### config.mk
export PLATFORM = sky130hd
export DESIGN_NAME = add64_sequencer
export DESIGN_NICKNAME = d
export VERILOG_FILES = /design/src/rtl/add64_sequencer.sv
export SDC_FILE = /design/constraint.sdc
export NUM_CORES = 1
export LEC_CHECK = 0
export CAP_MARGIN = 20
export CORE_AREA = 2 2 223 225
export DETAILED_ROUTE_END_ITERATION = 7
export DIE_AREA = 0 0 225 227
export GPL_TIMING_DRIVEN = 0
export PLACE_DENSITY = 0.41
export SYNTH_ARGS = -nofsm -noshare
export SYNTH_HDL_FRONTEND = slang
export SYNTH_SLANG_ARGS = --single-unit
### constraint.sdc
create_clock -name clk -period 2.5 [get_ports clk]
set_input_delay 0.5 -clock clk [delete_from_list [all_inputs] [get_ports clk]]
set_output_delay 0.5 -clock clk [all_outputs]
set_load 0.02 [all_outputs]
### src/rtl/add64_sequencer.sv
// add64_sequencer: drives a 32-bit combinational adder word by word to build a WORDS*32-bit add/subtract
module add64_sequencer #(
    parameter int WORDS = 2
) (
    input  logic                  clk,
    input  logic                  rst_n,
    input  logic                  start,
    input  logic                  sub,
    input  logic [32*WORDS-1:0]   op_a,
    input  logic [32*WORDS-1:0]   op_b,
    output logic [31:0]           add_a,
    output logic [31:0]           add_b,
    output logic                  add_cin,
    input  logic [31:0]           add_sum,
    input  logic                  add_cout,
    input  logic                  add_ovf,
    output logic [32*WORDS-1:0]   result,
    output logic                  carry,
    output logic                  overflow,
    output logic                  zero,
    output logic                  busy,
    output logic                  done
);
    localparam int IW = WORDS > 1 ? $clog2(WORDS) : 1;
    typedef enum logic [1:0] {IDLE, RUN, DONE} state_t;
    state_t                  state, state_nx;
    logic [IW-1:0]           idx;
    logic [WORDS-1:0][31:0]  a_q, b_q, work, work_nx;
    logic                    sub_q, cy, accept, last;
    assign last = idx == IW'(WORDS - 1);
    always_ff @(posedge clk or negedge rst_n) begin
        if (!rst_n) state <= IDLE;
        else state <= state_nx;
    end
    always_comb begin
        state_nx = state;
        busy     = 1'b0;
        done     = 1'b0;
        accept   = 1'b0;
        case (state)
            IDLE: begin
                accept   = start;
                state_nx = start ? RUN : IDLE;
            end
            RUN: begin
                busy     = 1'b1;
                state_nx = last ? DONE : RUN;
            end
            DONE: begin
                done     = 1'b1;
                accept   = start;
                state_nx = start ? RUN : IDLE;
            end
            default: state_nx = IDLE;
        endcase
    end
    // word 0 takes the add/sub carry-in, later words chain the previous carry-out
    always_comb begin
        add_a        = busy ? a_q[idx] : 32'd0;
        add_b        = busy ? (sub_q ? ~b_q[idx] : b_q[idx]) : 32'd0;
        add_cin      = busy & (idx == '0 ? sub_q : cy);
        work_nx      = work;
        work_nx[idx] = add_sum;
    end
    always_ff @(posedge clk or negedge rst_n) begin
        if (!rst_n) begin
            idx      <= '0;
            a_q      <= '0;
            b_q      <= '0;
            sub_q    <= 1'b0;
            work     <= '0;
            cy       <= 1'b0;
            result   <= '0;
            carry    <= 1'b0;
            overflow <= 1'b0;
            zero     <= 1'b0;
        end else if (accept) begin
            a_q   <= op_a;
            b_q   <= op_b;
            sub_q <= sub;
            idx   <= '0;
        end else if (busy) begin
            work <= work_nx;
            cy   <= add_cout;
            if (last) begin
                result   <= work_nx;
                carry    <= add_cout;
                overflow <= add_ovf;
                zero     <= ~|work_nx;
                idx      <= '0;
            end else begin
                idx <= idx + 1'b1;
            end
        end
    end
endmodule

==> results of run 1 <==
[worst min-delay path by stage]
stage          cells after the start  startpoint    endpoint  slack, ps
2_1_floorplan                      0       rst_n      a_q[0]        200
3_3_place_gp                       2  result[33]  result[33]        460
3_5_place_dp                       2  result[25]  result[25]        460
4_1_cts                            2  result[33]  result[33]        480
5_1_grt                            2  result[15]  result[15]        490
6_report                           2  result[19]  result[19]        470
[routing by layer]
metal / GRT usage [%] / vias up
met3: 5.61 / 56
met4: 4.25 / 16
met5: 0 / -
met1: 18.4 / 4129
li1: - / 3911
met2: 22.8 / 224
[cell type report]
| cell class | instances | share of cell area, % |
|---|---|---|
| inverters | 3 | 0.0689 |
| diodes | 1 | 0.0153 |
| plain buffers | 55 | 2.65 |
| repair buffers | 317 | 18.5 |
| clock buffers | 52 | 6.44 |
| clock inverters | 10 | 0.567 |
| multi-input cells | 639 | 27.1 |
| well taps | 622 | 4.77 |
| flip-flops and latches | 260 | 39.8 |
[critical path, stage by stage (launching register included)]
cell and delay [ps]:
dfrtp_1 390, buf_12 170, buf_16 150, buf_12 140
buf_6 110, mux2i_2 190, nor2_1 70, buf_4 160
[registers in the layout, summed over array words and instances (netlist names), 2 cells and up]
register,cells
state,2
result,64
a_q,64
work,60
b_q,64
[cells in the mapped netlist, types with 2 or more instances]
cell type / number / share of area, %
mux2_2: 114 / 12
clkbuf_1: 16 / 0.54
buf_2: 35 / 1.6
nand3_1: 3 / 0.14
nand4_1: 3 / 0.17
mux2_1: 47 / 4.8
buf_1: 3 / 0.10
o41ai_2: 2 / 0.29
nor2_1: 72 / 2.4
nor2b_1: 2 / 0.11
o21ai_0: 2 / 0.090
nor3_1: 9 / 0.41
nor4_1: 11 / 0.62
mux2i_1: 65 / 5.9
nand2_1: 263 / 8.9
xor2_1: 32 / 2.5
inv_2: 2 / 0.068
dfrtp_1: 260 / 59
[cells by family (layout without fill, tap and decap cells)]
| kind of cell | count (synthesis) | count (layout) | share of synthesized area, % |
|---|---|---|---|
| and+or+nand+nor | 373 | 373 | 13.5 |
| DFF | 260 | 260 | 58.6 |
| muxes | 226 | 226 | 22.2 |
| buffers and inverters | 59 | 437 | 2.49 |
| xor gates and xnor gates | 32 | 32 | 2.52 |
| AOI/OAI and AO/OA | 8 | 8 | 0.688 |
| other | 0 | 1 | 0 |
[power by group through the flow]
| stage | clock (mW) | combinational [mW] | sequential (mW) |
|---|---|---|---|
| after floorplan | 0 | 5.88 | 7.87 |
| after global placement | 0 | 11.0 | 7.60 |
| after detailed placement | 0 | 11.0 | 7.62 |
| after CTS | 5.17 | 11.2 | 7.59 |
| after global routing | 5.34 | 12.2 | 7.87 |
| final | 4.97 | 11.1 | 7.59 |
[through the flow]
step / std cells / utilization [%] / TNS (ps)
6_report: 1959 / 33.6 / 0
5_1_grt: 1958 / 33.6 / -142
4_1_cts: 1950 / 33.5 / -778
3_5_place_dp: 1881 / 30.8 / -31590
3_3_place_gp: 1879 / 30.6 / -3052680
2_1_floorplan: 958 / - / 0
[what timing repair did]
| action | in CTS | in global routing |
|---|---|---|
| setup endpoints to repair | 66 | 48 |
| endpoints found under the hold margin | 72 | 0 |
| gates resized for setup | 294 | 69 |
| setup buffers | 5 | 6 |
| hold buffers | 1 | 0 |
| pin swaps | 2 | 1 |
| cloned | 2 | 2 |
==> results.sh, run 1 <==
export IMPL_status="finished clean"
export IMPL_skew_ps=22.8
export IMPL_firstDrtPassIters=4
export IMPL_die_h_um=227
export IMPL_endpoint_kind="output port"
export IMPL_hold_violations=0
export IMPL_r2r_end="result[17]"
export IMPL_clk_latency_ps=540
export IMPL_clk_pin_slew_ps=60
export IMPL_pre_cts_ws_ps=-629
export IMPL_grt_max_degree=98
export IMPL_htree_levels=2
export IMPL_async_flop_share_pct=100
export IMPL_antenna_found_initial=9
export IMPL_ys_types=35
export IMPL_die_x_um=225
export IMPL_syn_avg_cell_area_sq_um=11.6
export IMPL_netlist_area_sq_um=11100
export IMPL_clock_path_buffers=3
export IMPL_synth_nets=1124
export IMPL_wl_per_cell_um=19.0
export IMPL_worst_hold_slack_ps=470
export IMPL_finish_instance_area_sq_um=16300
export IMPL_reg2reg_depth=8
export IMPL_fin_crit_ps=2430
export IMPL_p_seq_share_pct=32.0
export IMPL_slew_headroom_pct=57.5
export IMPL_finalSetupViolations=0
export IMPL_start_util_pct=22.9
export IMPL_yosysWarnings=0
export IMPL_startpoint="idx"
export IMPL_synth_ff_type="dfrtp_1"
export IMPL_switching_share_pct=38.6
export IMPL_rsz0062_at_grt="yes"
export IMPL_cp_max_fo=9
export IMPL_coreArea_sq_um=48500
export IMPL_ant_nets=0
export IMPL_wl_met3_um=3180
export IMPL_final_cell_mix="263 x nand2_1, 260 x dfrtp_1, 232 x clkdlybuf4s50_1"
export IMPL_p_int_mw=14.6
export IMPL_post_dp_hpwl_um=26800
export IMPL_grt_first_pass_wirelength_um=55400
export IMPL_drc_errors=0
export IMPL_power_switching_mw=9.14
export IMPL_nFillCells=4989
export IMPL_holdCritPathClass="flip-flop to flip-flop"
export IMPL_cts_sinks=260
export IMPL_combinationalPowerShare_pct=47.0
export IMPL_start_kind="flip-flop"
export IMPL_leakage_nw=7.38
export IMPL_multiInputGateArea_sq_um=4430
export IMPL_gp_congestion=0.748
export IMPL_fp_dieArea_sq_um=51100
export IMPL_postLayoutSetupSlackWorst_ps=68.3
export IMPL_vias=8336
export IMPL_mostFrequentLayoutCell="nand2_1"
export IMPL_synth_edf_count=0
export IMPL_maxCapViolations=0
export IMPL_critPathRequiredTime_ps=2000
export IMPL_crit_end="add_a[24]"
export IMPL_wl_um=37200
export IMPL_period_share_pct=97.3
export IMPL_areaGrowthSynthToFinish_pct=47.1
export IMPL_total_power_mw=23.7
export IMPL_p_clk_share_pct=21.0
export IMPL_rows=81
export IMPL_arrival_ps=1930
export IMPL_port_buffers=299
export IMPL_r2r_slack_ps=400
export IMPL_peakVddDrop_mv=0.584
export IMPL_final_layout_size_suffix_gt1_share_pct=24.4
export IMPL_drtIter0Drc=319
export IMPL_synth_seq_cells=260
export IMPL_routed_wl_met2_um=17000
export IMPL_r2r_start="idx"
export IMPL_wl_met1_um=16200
export IMPL_placed_area_sq_um=14900
export IMPL_io_pin_count=300
export IMPL_crit_type="flip-flop to output port"
export IMPL_max_freq_mhz=411
export IMPL_synth_cells=958
export IMPL_area_sequential_sq_um=6510
export IMPL_cts_root_buf="clkbuf_16"
export IMPL_cts_tree="yes"
export IMPL_worstMarginPinSlew_ps=637
export IMPL_cts_made_buffers=35
export IMPL_power_density_nw_per_um2=1450
export IMPL_overflow=0
export IMPL_track_usage_pct=14.5
export IMPL_viasPerCell=4.26
export IMPL_drv_slew=0
export IMPL_nets=1477
export IMPL_ys_seq_area_share_pct=58.6
export IMPL_highest_layer="met5"
export IMPL_first_global_vias=8742
No activity file was read; power rests on OpenSTA's default activity.
==> run 2, diff against run 1 <==
--- a/config.mk
+++ b/config.mk
@@ -6,11 +6,12 @@
 export NUM_CORES = 1
 export LEC_CHECK = 0
 export CAP_MARGIN = 20
-export CORE_AREA = 2 2 223 225
+export CORE_AREA = 10 10 231 233
 export DETAILED_ROUTE_END_ITERATION = 7
-export DIE_AREA = 0 0 225 227
-export GPL_TIMING_DRIVEN = 0
+export DIE_AREA = 0 0 241 243
+export GPL_TIMING_DRIVEN = 1
 export PLACE_DENSITY = 0.41
+export SKIP_CTS_REPAIR_TIMING = 1
 export SYNTH_ARGS = -nofsm -noshare
 export SYNTH_HDL_FRONTEND = slang
 export SYNTH_SLANG_ARGS = --single-unit
==> run 2 against run 1 <==
Against the previous run:
- critical path depth decreased by 1
- sequential cell count unchanged
- clock skew increased by 1.1 ps
- first-iteration DRC count increased by 12%
- largest power group unchanged
- sequential share of layout area about the same
- clock-buffer cell count increased by 3
- design area increased by 0.14%
==> results.sh, run 2 (synthesis results as in run 1) <==
export IMPL_period_share_pct=99.5
export IMPL_r2r_end="zero"
export IMPL_final_cell_mix="262 x nand2_1, 258 x dfrtp_1, 231 x clkdlybuf4s50_1"
export IMPL_finalNonFillerCells=1942
export IMPL_r2r_start="idx"
export IMPL_track_usage_pct=13.0
export IMPL_critPathRequiredTime_ps=2000
export IMPL_clk_latency_ps=540
export IMPL_startpoint="idx"
export IMPL_mostFrequentLayoutCell="nand2_1"
export IMPL_viasPerCell=4.25
export IMPL_r2r_slack_ps=330
export IMPL_pre_cts_ws_ps=95.9
export IMPL_io_pin_count=300
export IMPL_fin_crit_ps=2490
export IMPL_post_dp_hpwl_um=27400
export IMPL_place_inst=1864
export IMPL_cts_tree="yes"
export IMPL_antenna_found_initial=14
export IMPL_max_freq_mhz=402
export IMPL_cts_root_buf="clkbuf_16"
export IMPL_clock_path_buffers=3
export IMPL_peakVddDrop_mv=0.728
export IMPL_cp_max_fo=14
export IMPL_placed_area_sq_um=15100
export IMPL_port_buffers=299
export IMPL_wl_met1_um=16400
export IMPL_die_x_um=241
export IMPL_cts_made_buffers=35
export IMPL_arrival_ps=1990
export IMPL_firstDrtPassIters=4
export IMPL_drc_errors=0
export IMPL_start_util_pct=22.8
export IMPL_reg_largest_list="a_q (64), b_q (64), result (64)"
export IMPL_drv_slew=0
export IMPL_crit_end="add_b[7]"
export IMPL_cts_sinks=260
export IMPL_wl_met3_um=3540
export IMPL_postLayoutSetupSlackWorst_ps=11.6
export IMPL_ant_nets=0
export IMPL_endpoint_kind="output port"
export IMPL_reg2reg_depth=7
export IMPL_hold_violations=0
export IMPL_grt_first_pass_wirelength_um=58600
export IMPL_fin_util_pct=33.6
export IMPL_nets=1456
export IMPL_clk_pin_slew_ps=60
export IMPL_wl_per_cell_um=19.5
export IMPL_rows=81
export IMPL_drtIter0Drc=358
export IMPL_first_global_vias=9205
export IMPL_leakage_nw=7.77
export IMPL_fp_dieArea_sq_um=58600
export IMPL_grt_max_degree=96
export IMPL_areaGrowthSynthToFinish_pct=47.3
export IMPL_holdCritPathClass="primary input to async pin"
export IMPL_coreArea_sq_um=48600
export IMPL_worstMarginPinSlew_ps=482
export IMPL_die_h_um=243
export IMPL_overflow=0
export IMPL_power_density_nw_per_um2=1430
export IMPL_finalSetupViolations=0
export IMPL_routed_wl_met2_um=17200
export IMPL_finish_instance_area_sq_um=16400
export IMPL_gp_congestion=0.752
export IMPL_skew_ps=23.9
export IMPL_vias=8252
export IMPL_htree_levels=2
export IMPL_maxCapViolations=0
export IMPL_crit_type="flip-flop to output port"
export IMPL_highest_layer="met5"
export IMPL_rsz0062_at_grt="yes"
export IMPL_status="finished clean"
export IMPL_slew_headroom_pct=67.6
export IMPL_final_layout_size_suffix_gt1_share_pct=20.2
export IMPL_start_kind="flip-flop"
export IMPL_wl_um=37900
## run 2: cell count changes in the layout (fill, tap and decap cells not counted), sizes merged
| cell | previous run | this run |
|---|---|---|
| buf | 108 | 64 |
| dlymetal6s2s | 0 | 35 |
| diode | 1 | 6 |
| clkbuf | 78 | 75 |
| clkdlybuf4s15 | 3 | 0 |
| clkinv | 7 | 4 |
| dlygate4sd2 | 2 | 0 |
| clkdlybuf4s50 | 232 | 231 |
| clkinvlp | 1 | 0 |
## run 2: worst min path at each step
stage | startpoint | depth (start not counted) | endpoint | slack, ps
after floorplan | rst_n | 0 | a_q[0] | 200
after global placement | rst_n | 1 | result[8] | 450
after detailed placement | rst_n | 1 | result[7] | 450
after CTS | rst_n | 1 | result[6] | -130
after global routing | rst_n | 2 | result[6] | 480
final | rst_n | 2 | work[38] | 460
## run 2: final cells by class
class	instances	area (sq um)
antenna	6	15.0
clock buffer	55	1050
clock inverter	6	70.1
fill	4981	32300
inverter	3	11.3
multi-input combinational	639	4360
sequential	260	6510
tap	622	778
timing repair buffer	351	3550
## run 2: report_power, final
group	leakage, nW	total [mW]	internal [mW]	switching, mW
clock	0.551	4.93	2.99	1.94
sequential	3.11	7.61	6.35	1.26
combinational	4.11	10.9	5.10	5.75
## run 2: worst max-delay path: stages (launching register included)
cell            delay, ps
dfrtp_4               530
buf_6                 150
buf_12                150
mux2i_1               190
xor2_1                180
nor2_1                 60
dlymetal6s2s_1        210
## run 2: per-stage QoR
stage | TNS, ps | total power, mW | hold slack (ps)
floorplan | 0 | 13.7 | 204
global placement | 0 | 18.9 | 447
detailed placement | 0 | 19.0 | 453
CTS | -24330 | 24.1 | -135
global route | -900 | 25.2 | 480
finish | 0 | 23.4 | 461
## run 2: layer usage
| metal | up-vias | GRT usage, % |
|---|---|---|
| li1 | 3862 | - |
| met1 | 4085 | 16.4 |
| met2 | 219 | 20.1 |
| met3 | 66 | 5.60 |
| met4 | 20 | 3.16 |
| met5 | - | 0 |
